$ cat src/rtl/kisc_control_unit.sv
// ---------------------------------------------------------------------------
// kisc_control_unit
//
// Multi-cycle control FSM for the KISC-V RV32I core. It also sequences the APB
// master: instruction fetch and load/store go over APB, and it decodes the
// instruction group code (op_jmp). It holds no data; it only drives enables to
// the regfile, the ALU operand muxes, the datapath muxes and the program counter.
//
// Optional feature macro: CU_PERR_HALT_EN
//   defined   : a completed APB transfer flagged with APB_perr parks the unit in
//               an error state with every output low until reset.
//   undefined : APB_perr is ignored.
//
// Ports
//   APB_PCLK, APB_PRESETn     clock, synchronous active-low reset
//   APB_psel/penable/pwrite   APB master control
//   APB_pready, APB_perr      APB slave response
//   interrupt, system_mem     level interrupt request, PC in system region
//   op_jmp, cmp_flag, immediate  decoded group, branch compare result, I-type
//   load_pdata .. alu_imm_i   datapath / regfile / PC enables
// ---------------------------------------------------------------------------
module kisc_control_unit (
  input  logic       APB_PCLK,
  input  logic       APB_PRESETn,
  output logic       APB_psel,
  output logic       APB_penable,
  output logic       APB_pwrite,
  input  logic       APB_pready,
  input  logic       APB_perr,
  input  logic       interrupt,
  input  logic       system_mem,
  input  logic [3:0] op_jmp,
  input  logic       cmp_flag,
  input  logic       immediate,
  output logic       load_pdata,
  output logic       load_pc,
  output logic       load_insr,
  output logic       write_reg,
  output logic       read_reg,
  output logic       mem_access,
  output logic       increment,
  output logic       sys_load,
  output logic       lui_flag,
  output logic       jal_flag,
  output logic       sys_load_pc,
  output logic       alu_flag,
  output logic       load_branch,
  output logic       load_jalr,
  output logic       pwrite,
  output logic       alu_rs1,
  output logic       alu_imm_i
);

  localparam logic [3:0] OpStore  = 4'd1;
  localparam logic [3:0] OpLoad   = 4'd2;
  localparam logic [3:0] OpSystem = 4'd3;
  localparam logic [3:0] OpAlu    = 4'd4;
  localparam logic [3:0] OpJalr   = 4'd5;
  localparam logic [3:0] OpBranch = 4'd6;
  localparam logic [3:0] OpLui    = 4'd7;
  localparam logic [3:0] OpJal    = 4'd15;

  typedef enum logic [3:0] {
    StBound,
    StTrap,
    StFSet,
    StFAcc,
    StDec,
    StExe,
    StMSet,
    StMAcc,
    StErr
  } state_e;

  state_e state_q, state_d;
  // Store/load choice captured in EXE so the bus direction stays fixed across
  // setup and access even if op_jmp moves during the memory phase.
  logic   store_q, store_d;
  logic   perr_hit;

`ifdef CU_PERR_HALT_EN
  assign perr_hit = APB_pready & APB_perr;
`else
  logic unused_perr;
  assign perr_hit    = 1'b0;
  assign unused_perr = APB_perr;
`endif

  always_ff @(posedge APB_PCLK) begin
    if (!APB_PRESETn) begin
      state_q <= StBound;
      store_q <= 1'b0;
    end else begin
      state_q <= state_d;
      store_q <= store_d;
    end
  end

  always_comb begin
    state_d     = state_q;
    store_d     = store_q;
    APB_psel    = 1'b0;
    APB_penable = 1'b0;
    APB_pwrite  = 1'b0;
    load_pdata  = 1'b0;
    load_pc     = 1'b0;
    load_insr   = 1'b0;
    write_reg   = 1'b0;
    read_reg    = 1'b0;
    mem_access  = 1'b0;
    increment   = 1'b0;
    sys_load    = 1'b0;
    lui_flag    = 1'b0;
    jal_flag    = 1'b0;
    sys_load_pc = 1'b0;
    alu_flag    = 1'b0;
    load_branch = 1'b0;
    load_jalr   = 1'b0;
    pwrite      = 1'b0;
    alu_rs1     = 1'b0;
    alu_imm_i   = 1'b0;

    case (state_q)
      StBound: begin
        // Interrupts are only taken outside the system region.
        state_d = (interrupt && !system_mem) ? StTrap : StFSet;
      end

      StTrap: begin
        load_pc     = 1'b1;
        sys_load_pc = 1'b1;
        state_d     = StFSet;
      end

      StFSet: begin
        APB_psel = 1'b1;
        state_d  = StFAcc;
      end

      StFAcc: begin
        APB_psel    = 1'b1;
        APB_penable = 1'b1;
        if (APB_pready) begin
          if (perr_hit) begin
            state_d = StErr;
          end else begin
            load_insr = 1'b1;
            increment = 1'b1;
            state_d   = StDec;
          end
        end
      end

      StDec: begin
        read_reg = 1'b1;
        state_d  = StExe;
      end

      StExe: begin
        state_d = StBound;
        store_d = (op_jmp == OpStore);
        case (op_jmp)
          OpStore, OpLoad: state_d = StMSet;
          OpAlu: begin
            write_reg = 1'b1;
            alu_flag  = 1'b1;
            alu_imm_i = immediate;
            alu_rs1   = !immediate;
          end
          OpLui: begin
            write_reg = 1'b1;
            lui_flag  = 1'b1;
          end
          OpJal: begin
            write_reg = 1'b1;
            jal_flag  = 1'b1;
            load_pc   = 1'b1;
          end
          OpJalr: begin
            write_reg = 1'b1;
            jal_flag  = 1'b1;
            load_jalr = 1'b1;
            load_pc   = 1'b1;
          end
          OpBranch: begin
            alu_rs1 = 1'b1;
            if (cmp_flag) begin
              load_branch = 1'b1;
              load_pc     = 1'b1;
            end
          end
          OpSystem: begin
            if (!system_mem) begin
              load_pc     = 1'b1;
              sys_load_pc = 1'b1;
            end
          end
          default: ;
        endcase
      end

      StMSet: begin
        APB_psel   = 1'b1;
        mem_access = 1'b1;
        APB_pwrite = store_q;
        pwrite     = store_q;
        load_pdata = store_q;
        state_d    = StMAcc;
      end

      StMAcc: begin
        APB_psel    = 1'b1;
        APB_penable = 1'b1;
        mem_access  = 1'b1;
        APB_pwrite  = store_q;
        pwrite      = store_q;
        load_pdata  = store_q;
        if (APB_pready) begin
          if (perr_hit) begin
            state_d = StErr;
          end else begin
            write_reg = !store_q;
            sys_load  = !store_q;
            state_d   = StBound;
          end
        end
      end

      // Terminal: only reset leaves this state.
      StErr: state_d = StErr;

      default: state_d = StBound;
    endcase
  end

endmodule

$ cat config.mk
export PLATFORM = sky130hd
export DESIGN_NAME = kisc_control_unit
export DESIGN_NICKNAME = d
export VERILOG_FILES = /design/src/rtl/kisc_control_unit.sv
export SDC_FILE = /design/constraint.sdc
export NUM_CORES = 1
export LEC_CHECK = 0
export BUFFER_PORTS_ARGS = -buffer_cell sky130_fd_sc_hd__buf_2
export CAP_MARGIN = 20
export CORE_AREA = 2 2 39 41
export CTS_BUF_LIST = sky130_fd_sc_hd__clkbuf_8 sky130_fd_sc_hd__clkbuf_16
export DETAILED_ROUTE_END_ITERATION = 8
export DIE_AREA = 0 0 41 43
export PLACE_DENSITY = 0.84
export SKIP_LAST_GASP = 1
export SYNTH_ARGS = -nofsm -noshare
export SYNTH_HDL_FRONTEND = slang
export SYNTH_SLANG_ARGS = --single-unit
$ cat constraint.sdc
create_clock -name APB_PCLK -period 2.75 [get_ports APB_PCLK]
set_clock_uncertainty 0.15 [all_clocks]
set_input_delay 0.1375 -clock APB_PCLK [delete_from_list [all_inputs] [get_ports APB_PCLK]]
set_output_delay 0.1375 -clock APB_PCLK [all_outputs]
set_load 0.02 [all_outputs]
==> impl_metrics.yaml <==
final_layout:
  syn2layout_area_growth_pct: 25.65
  final_area_sq_um: 729.5
  register_area_sq_um: 100.1
  n_fill_cell: 134
  diodes: 0
  nets: 107
  drive_gt1_frac: 0.4468
  multi_input_area_sq_um: 399.1
clock_tree:
  hold_buffers: 0
  clock_path_buffers: 2
  h-tree-depth: 1
  post_cts_buffers: 0
  cts_sinks: 5
  cts_buffers: 3
  ctsResizeCount: 0
  cts_root_buf: "clkbuf_8"
  clk_pin_slew_worst_paths_ns: 0.03
  insertion_delay_ns: 0.22
  cts_tree: "yes"
run:
  drv_cap: 0
floorplanning:
  dieWidth_um: 41
  pin_count: 32
  die_y_um: 43
  row_count: 14
  die-area_sq_um: 1763
  core_region_area_sq_um: 1384
  start_util: 0.4195
global_routing:
  grt.overflow.total: 0
  grt_pass1_wl_um: 2235
  antenna_found_initial: 0
  grt_pass1_vias: 522
  grt.total_usage: 0.1775
  grt_max_degree: 12
placed_design:
  dp_hpwl_um: 1018
  gp_congestion: 0.7570
  port_buffers: 30
  place_area_sq_um: 684.4
synth:
  yosys.area_share.simple: 0.4461
  yosys-top-cells-count: "buf_2, dfxtp_1, nor3_1"
  yosysUniqueCellTypes: 31
  synth.avg_cell_area_sq_um: 8.294
  synth-seq-area-share: 0.1724
  synth_xor_area_frac: 0.04526
  synthCells: 70
  synth_edf_count: 0
  ys.warnings.count: 0
  synthAdderAreaFrac: 0
  netlist_area_sq_um: 580.6
  async_reset_ff_frac: 0
  synth_area_leaders: "dfxtp_1, mux2i_1, buf_4"
  synth_mux_area_frac: 0.05172
  yosys_most_used_dff: "dfxtp_1"
  ys_ff_latch: 5
  syn-num-nets: 82
  synth_area_leader_cell: "dfxtp_1"
  yosysTopAreaCellShare: 0.1724
  synth_compound_gate_area_share: 0.1444
  synth_top_family_by_area: "simple AND/OR/NAND/NOR gates"
worst_hold_path:
  hold_class: "in2reg"
setup_path:
  crit_type: "reg2out"
  crit_fanout: 10
  required_ns: 2.46
  cp.arrival_ns: 1.63
  cp-start-kind: "flop"
  critPathCaptureType: "primary output"
run_status:
  outcome: "completed"
sta:
  grt_setup_unrepaired: "no"
  slew_headroom: 0.7621
  setup_viol: 0
  finalSetupTns_ns: 0
  fmax_mhz: 521.4
  finalHoldViolCount: 0
  finalCritPeriodShare: 0.6974
  slew_viol_final: 0
  worst_pin_slew_ns: 0.3563
  fin_crit_ns: 1.918
drt:
  finalWirelength_um: 1340
  drc: 0
  avgRoutedWirePerCell_um: 12.18
  viasPerCell: 5.436
  drtPass1Iterations: 3
  initialDrtViolationCount: 6
  vias: 598
  ant_nets: 0
pwr:
  p_per_area_nw_per_um2: 419.5
  p_leak_nw: 0.3395
  ir_worst_vdd_uv: 137.7
-- sequential cells by signal, summed over array words and instances (netlist names) --
register,cells
store_q,1
state_q,4
-- power by group --
group          internal [mW]  switching (mW)  total (mW)  leakage [nW]
sequential            0.0778          0.0119      0.0898        0.0409
combinational         0.0363          0.0475      0.0837         0.272
clock                 0.0957          0.0368       0.133        0.0269
total                  0.210          0.0962       0.306         0.339
-- placed cells by master, fill, tap and decap left out, types with 2 or more instances in the layout --
| cell | n |
|---|---|
| buf_2 | 30 |
| nor3_1 | 5 |
| inv_1 | 5 |
| dfxtp_1 | 5 |
| nand2_1 | 4 |
| a21oi_1 | 4 |
| nor4b_1 | 3 |
| nand2b_1 | 3 |
| mux2i_1 | 3 |
| xnor2_1 | 3 |
| clkbuf_8 | 3 |
| nor2b_1 | 2 |
| nand2_2 | 2 |
| o32ai_1 | 2 |
| nor2_1 | 2 |
| nor4bb_1 | 2 |
| nor4b_2 | 2 |
| and3_1 | 2 |
-- stage by stage --
step                      cells  hold WS, ns  total power [mW]    util  setup WS, ns
final                       110      0.04831            0.3060  0.5271        0.8322
after global routing        110      0.05901            0.3245  0.5271        0.7174
after CTS                   110      0.04677            0.3080  0.5271        0.8190
after detailed placement    106       0.2758            0.1748  0.4946         1.062
after global placement      106       0.2700            0.1718  0.4946         1.104
after floorplan              70       0.1136            0.1557       -        0.7204
-- final cells by class --
class | count | area share
Multi-Input combinational cell | 51 | 0.5472
Timing Repair Buffer | 30 | 0.2058
Sequential cell | 5 | 0.1372
Clock buffer | 3 | 0.05660
Tap cell | 16 | 0.02744
Inverter | 4 | 0.02058
Clock inverter | 1 | 0.005146
-- path summary, 6_finish.rpt --
| path | cells past startpoint | slack (ns) | end | start |
|---|---|---|---|---|
| worst max-delay path | 4 | 0.83 | alu_imm_i | state_q[0]$_SDFFE_PN0P_ |
| worst min-delay path | 3 | 0.05 | state_q[3]$_SDFFE_PN0P_ | APB_PRESETn |
| worst max register to register | 3 | 1.24 | state_q[1]$_SDFFE_PN0P_ | state_q[3]$_SDFFE_PN0P_ |
| worst min register to register | 2 | 0.42 | state_q[3]$_SDFFE_PN0P_ | state_q[3]$_SDFFE_PN0P_ |
-- metal layers --
| metal | vias to the layer above | share of wire | GRT usage |
|---|---|---|---|
| met4 | 0 | 0.013 | 0.06000 |
| met5 | - | 0 | 0 |
| met1 | 273 | 0.42 | 0.2308 |
| li1 | 300 | - | - |
| met2 | 23 | 0.49 | 0.2750 |
| met3 | 2 | 0.079 | 0.04188 |
-- worst max-delay path, stage by stage, from the launching register on --
cell and delay, ns:
dfxtp_1 0.52, and4bb_4 0.32, nand2_2 0.13, nor4_2 0.23
buf_2 0.20
-- logic make-up (layout without fill, tap and decap cells) --
family / count (synthesis) / after routing
simple gates: 34 / 34
buf+inv: 14 / 38
compound gates: 11 / 11
flops: 5 / 5
xor+xnor: 3 / 3
mux: 3 / 3
No activity file was read; power rests on OpenSTA's default activity.
